`src/rtl/des_spi_frontend.sv`:
```
// SPI-slave front end for the fixed-key DES core: oversamples a mode-0 SPI link,
// launches one encryption per accepted 64-bit frame and returns the ciphertext on MISO.
module des_spi_frontend #(
  parameter int SYNC_STAGES = 2
) (
  input  logic        clk,
  input  logic        rst_n,
  input  logic        spi_sck,
  input  logic        spi_cs_n,
  input  logic        spi_mosi,
  output logic        spi_miso,
  output logic [63:0] pt,
  output logic        start,
  input  logic        core_busy,
  input  logic        core_done,
  input  logic [63:0] ct,
  output logic        ct_new,
  output logic        frame_err
);

  localparam logic [1:0] S_IDLE    = 2'd0;
  localparam logic [1:0] S_START   = 2'd1;
  localparam logic [1:0] S_WAIT    = 2'd2;
  localparam logic [1:0] S_CAPTURE = 2'd3;

  // Idle bus levels, packed as {mosi, cs_n, sck}.
  localparam logic [2:0] SYNC_IDLE = 3'b010;
  localparam logic [6:0] BIT_CNT_MAX = 7'd127;
  localparam logic [6:0] FRAME_BITS  = 7'd64;

  logic [2:0]  sync_q [SYNC_STAGES];
  logic        sck_s, cs_n_s, mosi_s;
  logic        sck_prev, cs_n_prev;
  logic        sck_rise, sck_fall, cs_fall, cs_rise;

  logic [1:0]  state;
  logic        capture;
  logic [63:0] rx_sr;
  logic [6:0]  bit_cnt;
  logic [63:0] tx_sr;
  logic [63:0] tx_next;
  logic [63:0] ct_buf;

  // ---------------------------------------------------------------------------
  // Pin synchronizers and edge history
  // ---------------------------------------------------------------------------
  // NOTE: reset is synchronous, so every flop tests rst_n inside the clocked
  // block only; rst_n never appears in the sensitivity list.
  always_ff @(posedge clk) begin
    if (!rst_n) begin
      for (int i = 0; i < SYNC_STAGES; i++) sync_q[i] <= SYNC_IDLE;
      sck_prev  <= 1'b0;
      cs_n_prev <= 1'b1;
    end else begin
      // NOTE: non-blocking assignments let every stage sample the previous
      // stage's old value, which is what makes this a shift chain.
      sync_q[0] <= {spi_mosi, spi_cs_n, spi_sck};
      for (int i = 1; i < SYNC_STAGES; i++) sync_q[i] <= sync_q[i-1];
      sck_prev  <= sck_s;
      cs_n_prev <= cs_n_s;
    end
  end

  assign {mosi_s, cs_n_s, sck_s} = sync_q[SYNC_STAGES-1];

  assign sck_rise = sck_s & ~sck_prev & ~cs_n_s;
  assign sck_fall = ~sck_s & sck_prev & ~cs_n_s;
  assign cs_fall  = ~cs_n_s & cs_n_prev;
  assign cs_rise  = cs_n_s & ~cs_n_prev;

  // ---------------------------------------------------------------------------
  // Receive shift register and bit counter
  // ---------------------------------------------------------------------------
  always_ff @(posedge clk) begin
    if (!rst_n) begin
      rx_sr   <= '0;
      bit_cnt <= '0;
    end else if (cs_fall) begin
      bit_cnt <= '0;
    end else if (sck_rise) begin
      rx_sr <= {rx_sr[62:0], mosi_s};
      if (bit_cnt != BIT_CNT_MAX) bit_cnt <= bit_cnt + 7'd1;
    end
  end

  // ---------------------------------------------------------------------------
  // Transmit path and ciphertext buffer
  // ---------------------------------------------------------------------------
  assign capture = (state == S_CAPTURE);

  // A capture coinciding with the frame-start load forwards the fresh result
  // straight into the shifter so the master reads the newest ciphertext.
  always_comb begin
    // NOTE: assigning a default first means every path writes tx_next, so no
    // latch is inferred.
    tx_next = tx_sr;
    if (cs_fall)       tx_next = capture ? ct : ct_buf;
    else if (sck_fall) tx_next = {tx_sr[62:0], 1'b0};
  end

  always_ff @(posedge clk) begin
    if (!rst_n) begin
      tx_sr    <= '0;
      spi_miso <= 1'b0;
      ct_buf   <= '0;
      ct_new   <= 1'b0;
    end else begin
      tx_sr    <= tx_next;
      spi_miso <= cs_n_s ? 1'b0 : tx_next[63];
      if (capture) begin
        ct_buf <= ct;
        ct_new <= ~cs_fall;
      end else if (cs_fall) begin
        ct_new <= 1'b0;
      end
    end
  end

  // ---------------------------------------------------------------------------
  // Frame acceptance / core handshake FSM
  // ---------------------------------------------------------------------------
  always_ff @(posedge clk) begin
    if (!rst_n) begin
      state     <= S_IDLE;
      pt        <= '0;
      frame_err <= 1'b0;
    end else begin
      case (state)
        S_IDLE: begin
          if (cs_rise) begin
            if (bit_cnt == FRAME_BITS && !core_busy) begin
              pt    <= rx_sr;
              state <= S_START;
            end else begin
              frame_err <= 1'b1;
            end
          end
        end
        S_START: state <= S_WAIT;
        // core_busy lags start by a cycle, so only core_done marks completion.
        S_WAIT: if (core_done) state <= S_CAPTURE;
        S_CAPTURE: state <= S_IDLE;
        default: state <= S_IDLE;
      endcase
      if (cs_rise && state != S_IDLE) frame_err <= 1'b1;
    end
  end

  assign start = (state == S_START);

endmodule

```
`config.mk`:
```
export PLATFORM = sky130hd
export DESIGN_NAME = des_spi_frontend
export DESIGN_NICKNAME = d
export VERILOG_FILES = /design/src/rtl/des_spi_frontend.sv
export SDC_FILE = /design/constraint.sdc
export NUM_CORES = 1
export LEC_CHECK = 0
export CORE_ASPECT_RATIO = 2
export CORE_UTILIZATION = 45
export DETAILED_ROUTE_END_ITERATION = 10
export PLACE_DENSITY_LB_ADDON = 0.2
export SKIP_LAST_GASP = 1
export SYNTH_ARGS = -nofsm -noshare
export SYNTH_HDL_FRONTEND = slang
export SYNTH_SLANG_ARGS = --single-unit
```
`constraint.sdc`:
```
create_clock -name clk -period 2.1 [get_ports clk]
set_input_delay 0.525 -clock clk [delete_from_list [all_inputs] [get_ports clk]]
set_output_delay 0.525 -clock clk [all_outputs]
set_load 0.02 [all_outputs]
```
* After elaboration in Yosys (flattened, before gate mapping) *
Memories as Yosys holds them, arrays and structs flattened.
Cells that the tools add are included.

storage, ports and cells
  register bits after elaboration = 270
  bits in latches = 0
  bits in writable memories = 6
  bits in read-only memories = 0
  input port bits = 71
  output and inout bits = 68
  logic and storage cells = 70
  memories = 1

memories
  memory  depth  bits a word  read ports  clocked after Yosys merged registers in  write ports  line  source
  sync_q  2      3            2           0                                        2            31    logic [2:0] sync_q [SYNC_STAGES];

operators by class
  add/sub/neg operators = 1
  multipliers = 0
  div/mod/pow operators = 0
  magnitude comparators = 0
  equality and inequality tests = 9
  shifts and indexed selects = 0
  mux-type cells = 17
  bitwise gates (word level) = 14
  reductions and logical operators = 16

operator list
  cell                                                    number
  two-way mux 64 bit                                      3
  nonzero test 2 bit                                      5
  AND reduction 3 bit                                     3
  two-way mux 1 bit                                       8
  case mux 2 bit (4 select lines)                         1
  adder 7 x 1 -> 7 bit (second input constant)            1
  == test 7 bit (second input constant)                   1
  inequality test 7 bit (second input constant)           1
  bitwise AND 1 bit                                       6
  two-way mux 2 bit                                       3
  two-way mux 3 bit                                       2
  inequality test 2 bit (second input constant)           3
  NOT 1 bit                                               6
  == test 2 bit (second input constant)                   2
  AND reduction 2 bit                                     2
  OR reduction 2 bit                                      2
  == test 2 x 1 -> 1 bit (second input constant)          1
  logical AND 1 bit                                       2
  logical NOT 2 bit                                       1
  inequality test 2 x 1 -> 1 bit (second input constant)  1
  OR 1 bit                                                2
  logical NOT 1 bit                                       1

* Depth between registers and ports, before layout *
Gate-level depths: netlist (run 1).

  depth after elaboration = 6
  depth in mapped cells = 9
  mapped depth without buffers = 6

* Worst setup path after synthesis (run 1) *
No wires, ideal clock.

  path type = input to register
  start = input port core_busy
  end = register pt[47]
  arrival = 1469 ps
  data required time = 1972 ps
  slack = 503 ps
  stages on the path = 7
  cell sequence = nor4b_2 > nand4_1 > buf_2 > buf_6 > buf_2 > nand3_1 > o21ai_0

on the way
  longest elaborated chain between the ends = 3

ends and longest elaborated chain
  element                               line  source
  start, declared                       14    input logic core_busy,
  logical NOT 1 bit                     131   if (bit_cnt == FRAME_BITS && !core_busy) begin
  logical AND 1 bit                     131
  AND reduction 3 bit (no source line)  n/a
  end signal, assigned                  132   pt <= rx_sr;
  end, declared                         12    output logic [63:0] pt,

Every way passes these cells.
A chain may end at the register's enable or synchronous reset.

* Worst setup path after layout (run 1) *
  start = register pt[34]
  end = output port pt[34]

No word-level cell between the ends.

==> summary.md, run 1 <==
| Metric | Value |
|---|---|
| NetSw | `2110 uW` |
| Routed wire per std cell | `15.0 um` |
| Arr. time, crit path | `1.52 ns` |
| Buffer type at the clock tree root | `clkbuf_16` |
| Routability Congestion | `0.728` |
| CTS sink count | `276` |
| Max stage delay on crit path | `0.64 ns` |
| Max-slew violation count | `0` |
| Total iterations of the first detailed-routing run | `4` |
| Synth async-reset ratio | `0` |
| RSZ-0062 raised after global routing | `false` |
| Dominant cells by area after synthesis | `dfxtp_1 53%, a22o_1 9.8%, nand2_1 7.1%` |
| Core Rows | `78` |
| Slowest CP cell | `clkdlybuf4s50_1` |
| Boundary pin count | `139` |
| CP cell instances | `clkdlybuf4s50_1` |
| Die ar. | `24000 um2` |
| Deepest clock path buffer count | `3` |
| Crit-path max FO | `2` |
| Hold crit path type | `register to register` |
| Clock latency on the worst-skew pair | `0.52 ns` |
| Synth area leader | `dfxtp_1` |
| Hold Vio Cnt, Final | `0` |
| Synthesized flop and latch total | `276` |
| Max Cap Viol | `0` |
| Crit start category | `register` |
| Final Power | `10100 uW` |
| Synthesized Nets | `1162` |
| Syn Std Cell Area | `10500 um2` |
| GRT Total Usage | `0.183` |
| Final WL | `22100 um` |
| First-pass GRT wire length | `35800 um` |
| Max VDD drop | `0.782 mV` |
| Sequential area share after synthesis | `0.526` |
| Worst Path Buf+Inv | `1` |
| Post-route ant nets | `0` |
| DRT iter0 DRCs | `353` |
| CP Capture Type | `primary output` |
| Sw frac | `0.209` |
| Pwr/cell area | `784 nW/um2` |
| DR vias | `7745` |
| Combinational share of power | `0.034` |
| Vias in the first global route | `7646` |
| Number of distinct library cells after synthesis | `44` |
| Post-CTS Setup Inserts | `0` |
| YS warnings | `0` |
| CP delay by family, top | `buffers and inverters` |
| Final nets | `1254` |
| Initial antenna violation count | `0` |
| Height of the die | `218 um` |
| Syn avg cell area | `9.68 um2` |
| Grt total ovfl | `0` |
| Share of layout cells above drive strength 1 | `0.0604` |
| Static leakage power | `0.00432 uW` |
| Status | `completed` |
| Post-DR vias/cell | `5.26` |
| Post-synth EDFFs | `0` |
| Commonest non-fill, non-tap cell in the layout | `dfxtp_1` |
| Number of port buffers | `138` |
| Maximum number of pins on one net before global-route repair | `129` |
| Post-synth top area share | `0.526` |
| Final setup fails | `0` |
| Min Clock Period, post-route | `2.05 ns` |
| Most frequent cells in the layout | `275 x dfxtp_1, 197 x nand2_1, 136 x clkdlybuf4s50_1` |
| Top FF cell, synth | `dfxtp_1` |
| Starting Density | `0.460` |
| Hold_buf cts | `0` |
| Clock transition at the registers of the reported paths | `0.07 ns` |
| Htree depth | `1` |
| Internal | `7990 uW` |
| DP Wirelength | `13300 um` |
| # diodes | `0` |
| Area Overhead vs Synth | `22.7%` |
| Worst slack at placement | `-0.0468 ns` |
| Slew headroom | `0.353` |
| Least-Margin Pin Slew | `0.965 ns` |
| Fmax | `489 MHz` |
| Core region area | `22800 um2` |
| Chip width | `110 um` |
| Mapped Cells | `1085` |
| Crit share post-route | `0.974` |
| CP Class | `register to primary output` |
| Residual DRC | `0` |
| WP data required | `1.57 ns` |
| Part of the power in registers | `0.519` |
| Fin Clk Skew | `0.00738 ns` |
| Final worst setup slack | `0.0546 ns` |
| CTS tree | `yes` |
| TritonCTS buffer count | `25` |
| Clock share of power | `0.447` |
[power groups by stage]
stage               logic [uW]  clock network, uW  registers (uW)
finish                     345               4510            5250
global route               371               4860            5240
CTS                        350               4670            5240
detailed placement         349                  0            5360
global placement           349                  0            5360
floorplan                  163                  0            5360
[registers in the layout, summed over array words and instances, names as in the netlist]
register   cells
spi_miso       1
tx_sr         64
cs_n_prev      1
state          2
ct_new         1
sync_q         6
sck_prev       1
frame_err      1
bit_cnt        7
pt            64
rx_sr         64
ct_buf        64
[final timing paths]
check | depth (start not counted) | startpoint | end | slack, ns
worst min-delay path | 1 | sync_q[0][1] | sync_q[0][4] | 0.42
worst max-delay path | 1 | pt[34] | pt[34] | 0.05
worst min register to register | 1 | sync_q[0][1] | sync_q[0][4] | 0.42
worst max register to register | 5 | sync_q[0][3] | tx_sr[56] | 0.21
[per-stage QoR]
stage / utilization / cells / TNS, ns / cell area (um2) / hold WS (ns)
after floorplan: - / 1085 / 0 / 10500 / 0.386
after global placement: 0.529 / 1429 / 0 / 12100 / 0.395
after detailed placement: 0.529 / 1429 / -0.606 / 12100 / 0.400
after CTS: 0.564 / 1473 / 0 / 12900 / 0.430
after global routing: 0.564 / 1473 / 0 / 12900 / 0.441
final: 0.564 / 1473 / 0 / 12900 / 0.418
[synth_stat cells, types with 4 or more instances]
cell / count
a21boi_0: 41
a21boi_1: 23
a22o_1: 118
and2_1: 8
buf_1: 10
buf_2: 19
buf_6: 13
clkbuf_1: 46
dfxtp_1: 276
ha_1: 6
inv_1: 6
mux2i_1: 66
nand2_1: 198
nand2b_1: 6
nand3_1: 67
nor2_1: 12
nor2b_1: 68
o21ai_0: 63
o21ai_1: 4
[logic make-up (layout without fill, tap and decap cells)]
logic type,count (synthesis),after routing,synth area share
flip-flops,276,276,0.526
AND/OR/NAND/NOR,368,369,0.164
multiplexers,67,67,0.0640
XOR/XNOR,2,2,0.00167
AO/OA/AOI/OAI,268,268,0.190
adder cells (fa/ha/maj),6,6,0.00715
buffers and inverters,98,205,0.0477
[area by class of cell]
class                      count  area, um2
inverter                       7       26.3
fill                        2068       9950
clock inverter                11        115
tap                          280        350
sequential                   276       5530
clock buffer                  32        692
multi-input combinational    712       4520
timing repair buffer         155       1660
[metal layers]
layer,GRT usage,part of all wire
met3,0.0254,0.040
met1,0.208,0.42
met2,0.336,0.51
met5,0,0
met4,0.0698,0.027
[what timing repair did]
| action | in CTS | in global routing |
|---|---|---|
| hold endpoints to repair | 0 | 0 |
| gates resized for setup | 2 | 0 |
| endpoints found under the setup margin | 2 | 0 |
No activity file was read; power rests on OpenSTA's default activity.
==> run 2: changes to the inputs <==
Clock period 2.1 ns to 1.8 ns, I/O delays scaled along.
==> run 2 against run 1 <==
Total power increased by 17%. Clock skew rose by 0.0046 ns. Largest cell class unchanged. Combinational power rose by 22%. Global-route usage increased by 0.075 points. Via count increased by 1.9%. Non-clock buffer count rose by 18. Highest routed layer unchanged. Worst setup slack improved by 0.0038 ns. Sequential share of layout area decreased by 0.67 points. Largest power group unchanged. Register-to-register slack got worse by 0.15 ns. Final area grew 1.7%. Die area unchanged. Clock power up 16%.
==> summary.md, run 2 (same netlist as run 1, synthesis figures left out) <==
| Metric | Value |
|---|---|
| Commonest non-fill, non-tap cell in the layout | `dfxtp_1` |
| Filler Cells Inserted | `2101 (+1.6%)` |
| First-pass GRT wire length | `35900 um (+0.27%)` |
| DRT iter0 DRCs | `342 (-3.1%)` |
| Pwr/cell area | `899 nW/um2 (+15%)` |
| Number of port buffers | `138 (unchanged)` |
| Internal | `9340 uW (+17%)` |
| Finished Layout Cells | `1491 (+1.2%)` |
| Clock latency on the worst-skew pair | `0.52 ns (about the same)` |
| Core region area | `22800 um2 (unchanged)` |
| GRT Total Usage | `0.184 (+0.000750)` |
| Max stage delay on crit path | `0.34 ns (-0.30 ns)` |
| Total iterations of the first detailed-routing run | `4 (unchanged)` |
| Most frequent cells in the layout | `272 x dfxtp_1, 197 x nand2_1, 118 x a22o_1` |
| Max VDD drop | `0.877 mV (+12%)` |
| Share of layout cells above drive strength 1 | `0.0784 (+0.0181)` |
| Least-Margin Pin Slew | `0.349 ns (-0.615 ns)` |
| Fin Clk Skew | `0.0120 ns (+0.00458 ns)` |
| Fmax | `574 MHz` |
| Routed wire per std cell | `16.2 um (+7.9%)` |
| Status | `completed` |
| Deepest clock path buffer count | `3 (unchanged)` |
| Final setup fails | `0 (unchanged)` |
| Post-DR vias/cell | `5.30 (+0.71%)` |
| TritonCTS buffer count | `24 (-4.0%)` |
| Final worst setup slack | `0.0584 ns (+0.00379 ns)` |
| CP Capture Type | `register` |
| Static leakage power | `0.00482 uW (+12%)` |
| Clock share of power | `0.445 (-0.002)` |
| Buffer type at the clock tree root | `clkbuf_16` |
| Core Rows | `78 (unchanged)` |
| Htree depth | `1 (unchanged)` |
| Clock transition at the registers of the reported paths | `0.07 ns (about the same)` |
| DP Wirelength | `13700 um (+2.5%)` |
| Max-slew violation count | `0 (unchanged)` |
| Crit share post-route | `0.968` |
| Combinational share of power | `0.036 (+0.002)` |
| Max Cap Viol | `0 (unchanged)` |
| CP Class | `register to register` |
| Slew headroom | `0.765 (+0.411)` |
| CTS sink count | `276 (unchanged)` |
| Routability Congestion | `0.718 (-1.3%)` |
| Part of the power in registers | `0.519 (about the same)` |
| CTS tree | `yes` |
| Final nets | `1270 (+1.3%)` |
| Worst Path Buf+Inv | `3 (+2)` |
| Placed cell count | `1436 (+0.49%)` |
| Area Overhead vs Synth | `24.8%` |
| Height of the die | `218 um (unchanged)` |
| Chip width | `110 um (unchanged)` |
| Residual DRC | `0 (unchanged)` |
| Arr. time, crit path | `2.14 ns (+0.62 ns)` |
| NetSw | `2440 uW (+16%)` |
| DR vias | `7895 (+1.9%)` |
| Worst slack at placement | `-0.258 ns (-0.212 ns)` |
| WP data required | `2.20 ns (+0.63 ns)` |
| Hold crit path type | `primary input to register` |
| Die ar. | `24000 um2 (unchanged)` |
| Post-route ant nets | `0 (unchanged)` |
| CP delay by family, top | `simple AND/OR/NAND/NOR gates` |
| Boundary pin count | `139 (unchanged)` |
| # diodes | `0 (unchanged)` |
| Sw frac | `0.207 (-0.00171)` |
| Slowest CP cell | `dfxtp_2` |
| RSZ-0062 raised after global routing | `true` |
| CP cell instances | `inv_2 > ha_2 > nor4b_4 > nand4_1 > buf_6 > buf_16 > nand3_1 > o21ai_0` |
| Final WL | `24100 um (+9.3%)` |
| Starting Density | `0.460 (unchanged)` |
| Min Clock Period, post-route | `1.74 ns` |
| Crit-path max FO | `8 (+6)` |
| Vias in the first global route | `7611 (-0.46%)` |
| Hold Vio Cnt, Final | `0 (unchanged)` |
| Maximum number of pins on one net before global-route repair | `129 (unchanged)` |
| Initial antenna violation count | `0 (unchanged)` |
| Grt total ovfl | `0 (unchanged)` |
| Crit start category | `register` |
-- run 2: cell count changes in the layout (fill, tap and decap cells not counted), sizes merged --
| cell | previous run | this run |
|---|---|---|
| clkdlybuf4s50 | 136 | 69 |
| dlygate4sd2 | 1 | 67 |
| buf | 17 | 30 |
| clkbuf | 33 | 40 |
| clkinv | 5 | 8 |
| clkinvlp | 4 | 1 |
| nor3 | 2 | 1 |
-- run 2: timing repair --
action,4_1_cts,5_1_grt
gates cloned,0,8
setup endpoints to repair,68,69
gates resized for setup,68,26
pin swaps,0,2
hold buffers,0,0
buffers inserted,0,3
-- run 2: metrics by stage --
| stage | total power [uW] | setup TNS [ns] | cell area [um2] | utilization | hold WS (ns) |
|---|---|---|---|---|---|
| CTS | 11900 | -0.203 | 12900 | 0.564 | 0.369 |
| detailed placement | 6680 | -13.88 | 12200 | 0.533 | 0.391 |
| finish | 11800 | 0 | 13100 | 0.574 | 0.395 |
| floorplan | 6450 | 0 | 10500 | - | 0.386 |
| global route | 12200 | -0.416 | 13100 | 0.574 | 0.394 |
| global placement | 6680 | -9.81 | 12200 | 0.533 | 0.396 |
-- run 2: cell type report --
type / count / area, um2 / area share
clock buffers: 33 / 696 / 0.0531
clock inverters: 11 / 108 / 0.00821
inverters: 7 / 26.3 / 0.00200
multi-input cells: 711 / 4520 / 0.345
flip-flops and latches: 276 / 5530 / 0.422
well taps: 280 / 350 / 0.0267
repair buffers: 173 / 1880 / 0.143
-- run 2: power by group through the flow --
stage	registers (uW)	clock network [uW]	logic (uW)
final	6120	5240	421
after global routing	6120	5600	453
after CTS	6120	5380	424
after detailed placement	6260	0	423
after global placement	6260	0	423
after floorplan	6260	0	190
-- run 2: metal layers --
layer	wire length, um	vias to the layer above	GRT usage
li1	-	3972	-
met1	9960	3767	0.205
met2	12800	127	0.344
met3	884	29	0.0263
met4	447	0	0.0653
met5	0	-	0
-- run 2: worst paths after layout --
kind | start | to | slack [ns] | cells past startpoint
hold reg to reg | sync_q[0][1] | sync_q[0][4] | 0.40 | 1
hold / removal | rst_n | ct_buf[2] | 0.40 | 2
setup reg to reg | bit_cnt[0] | pt[10] | 0.06 | 8
setup / recovery | bit_cnt[0] | pt[10] | 0.06 | 8
==> run 3: changes to the inputs <==
Settings changed: CAP_MARGIN set to 25, CORE_MARGIN set to 3, SLEW_MARGIN set to 20.
==> run 3 against run 2 <==
Utilization shrank 0.24 points. Fmax is essentially flat. Via count shrank 0.62%.
==> summary.md, run 3 (same netlist as run 1, synthesis figures left out) <==
| Metric | Value |
|---|---|
| Pwr/cell area | `945 nW/um2 (+5.2%)` |
| GRT Total Usage | `0.174 (-0.0104)` |
| Core region area | `22800 um2 (unchanged)` |
| Fin area | `13100 um2 (-0.41%)` |
| Die ar. | `25300 um2 (+5.5%)` |
| Routability Congestion | `0.753 (+4.9%)` |
| Total iterations of the first detailed-routing run | `5 (+1)` |
| Grt total ovfl | `0 (unchanged)` |
| Most frequent cells in the layout | `275 x dfxtp_1, 197 x nand2_1, 118 x a22o_1` |
| TritonCTS buffer count | `24 (unchanged)` |
| Max-slew violation count | `0 (unchanged)` |
| Filler Cells Inserted | `2073 (-1.3%)` |
| Hold crit path type | `primary input to register` |
| Residual DRC | `0 (unchanged)` |
| Initial antenna violation count | `0 (unchanged)` |
| Share of layout cells above drive strength 1 | `0.0736 (-0.00483)` |
| CTS tree | `yes` |
| Htree depth | `1 (unchanged)` |
| CP cell instances | `inv_1 > ha_1 > clkbuf_2` |
| CP Class | `register to primary output` |
| Static leakage power | `0.00479 uW (-0.67%)` |
| Clock transition at the registers of the reported paths | `0.07 ns (about the same)` |
| Max stage delay on crit path | `0.37 ns (+0.03 ns)` |
| Crit share post-route | `0.967 (about the same)` |
| Crit start category | `register` |
| Top Layer Used | `met4` |
| Post-route ant nets | `0 (unchanged)` |
| Number of port buffers | `138 (unchanged)` |
| Hold EP | `ct_buf[1]` |
| Met3 routed WL | `897 um (+1.5%)` |
| Buffer type at the clock tree root | `clkbuf_16` |
| Max VDD drop | `0.966 mV (+10%)` |
| Part of the power in registers | `0.496 (-0.023)` |
| Deepest clock path buffer count | `3 (unchanged)` |
| Utilization after layout | `0.572 (-0.00236)` |
| Fmax | `574 MHz (about the same)` |
| Post-DR vias/cell | `5.27 (-0.49%)` |
| Hold Vio Cnt, Final | `0 (unchanged)` |
| R2r endpoint | `pt[34]` |
| Crit-path max FO | `4 (-4)` |
| CP delay by family, top | `flip-flops` |
| Combinational share of power | `0.034 (-0.002)` |
| Routed length on met2 | `12300 um (-4.1%)` |
| DR vias | `7846 (-0.62%)` |
| RR Startpoint | `bit_cnt[0]` |
| Area Overhead vs Synth | `24.3%` |
| Fin Hold WS | `0.338 ns (-0.0570 ns)` |
| Commonest non-fill, non-tap cell in the layout | `dfxtp_1` |
| Hold depth | `2 (unchanged)` |
| Final nets | `1268 (-0.16%)` |
| Height of the die | `222 um (+1.8%)` |
| Arr. time, crit path | `1.29 ns (-0.85 ns)` |
| Hold_buf cts | `0 (unchanged)` |
| Maximum number of pins on one net before global-route repair | `129 (unchanged)` |
| Slowest CP cell | `dfxtp_2` |
| First-pass GRT wire length | `37100 um (+3.3%)` |
| DP Wirelength | `14100 um (+2.9%)` |
| Routed wire per std cell | `15.7 um (-2.6%)` |
| Internal | `9880 uW (+5.8%)` |
| # diodes | `0 (unchanged)` |
| Slew headroom | `0.566 (-0.199)` |
| Clock latency on the worst-skew pair | `0.52 ns (about the same)` |
| R2r worst-path depth | `8 (unchanged)` |
| Fin Clk Skew | `0.00623 ns (-0.00572 ns)` |
| CTS sink count | `276 (unchanged)` |
| Final setup fails | `0 (unchanged)` |
| Vias in the first global route | `7470 (-1.9%)` |
| Chip width | `114 um (+3.6%)` |
| Final Power | `12300 uW (+4.8%)` |
| WP data required | `1.35 ns (-0.85 ns)` |
| Max Cap Viol | `0 (unchanged)` |
| Final WL | `23400 um (-2.7%)` |
| Min Clock Period, post-route | `1.74 ns (-0.000447 ns)` |
| Boundary pin count | `139 (unchanged)` |
| RSZ-0062 raised after global routing | `true` |
| Sw frac | `0.199 (-0.00770)` |
| CP Capture Type | `primary output` |
| DRT iter0 DRCs | `480 (+40%)` |
| Core Rows | `78 (unchanged)` |
| Clock share of power | `0.470 (+0.025)` |
| Starting Density | `0.460 (unchanged)` |
| Met1 WL | `9800 um (-1.6%)` |
| Hold Crit Start | `rst_n` |
| Worst Path Buf+Inv | `2 (-1)` |
| Least-Margin Pin Slew | `0.649 ns (+0.300 ns)` |
| Post-Place Cell Area | `12200 um2 (about the same)` |
| NetSw | `2460 uW (+0.88%)` |
| Status | `completed` |
| Slack of the worst reg-to-reg path | `0.11 ns (+0.05 ns)` |
==> run 3: changes by cell type in the layout (fill, tap and decap cells not counted), sizes merged <==
cell,before,now
clkinvlp,1,0
clkinv,8,4
bufinv,2,5
buf,30,32
clkbuf,40,38
==> run 3: worst max-delay path by stage <==
stage | start | endpoint | cells after the start
6_report | state[1] | start | 3
5_1_grt | state[1] | start | 3
4_1_cts | state[1] | start | 3
3_5_place_dp | core_busy | pt[49] | 6
3_3_place_gp | core_busy | pt[39] | 6
2_1_floorplan | bit_cnt[0] | pt[47] | 9
==> run 3: final cells by class <==
type	instances	area [um2]	area share
Tap cell	280	350	0.0268
Inverter	7	26.3	0.00201
Clock buffer	35	733	0.0562
Timing Repair Buffer	171	1740	0.133
Sequential cell	276	5530	0.423
Clock inverter	9	170	0.0130
Multi-Input combinational cell	711	4510	0.345
==> run 3: power groups by stage <==
stage               registers [uW]  logic, uW  clock network (uW)
floorplan                     6260        190                   0
global placement              6260        420                   0
detailed placement            6260        419                   0
CTS                           6120        421                5960
global route                  6110        446                6220
finish                        6120        417                5810
==> run 3: per-stage QoR <==
stage	setup slack [ns]	TNS, ns	instances
floorplan	0.238	0	1085
global placement	-0.159	-8.61	1439
detailed placement	-0.197	-10.12	1439
CTS	-0.214	-0.214	1483
global route	-0.00757	-0.00757	1489
finish	0.0588	0	1489
==> run 3: routing by layer <==
metal	GRT usage	vias up
met1	0.216	3712
met2	0.307	136
met5	0	-
li1	-	3964
met4	0.0518	0
met3	0.0232	34
==> run 3: what timing repair did <==
| item | 4_1_cts | 5_1_grt |
|---|---|---|
| gates resized for setup | 68 | 7 |
| pin swaps | 0 | 2 |
| endpoints found under the setup margin | 68 | 70 |
| cloned | 0 | 2 |
| buffers inserted | 0 | 4 |
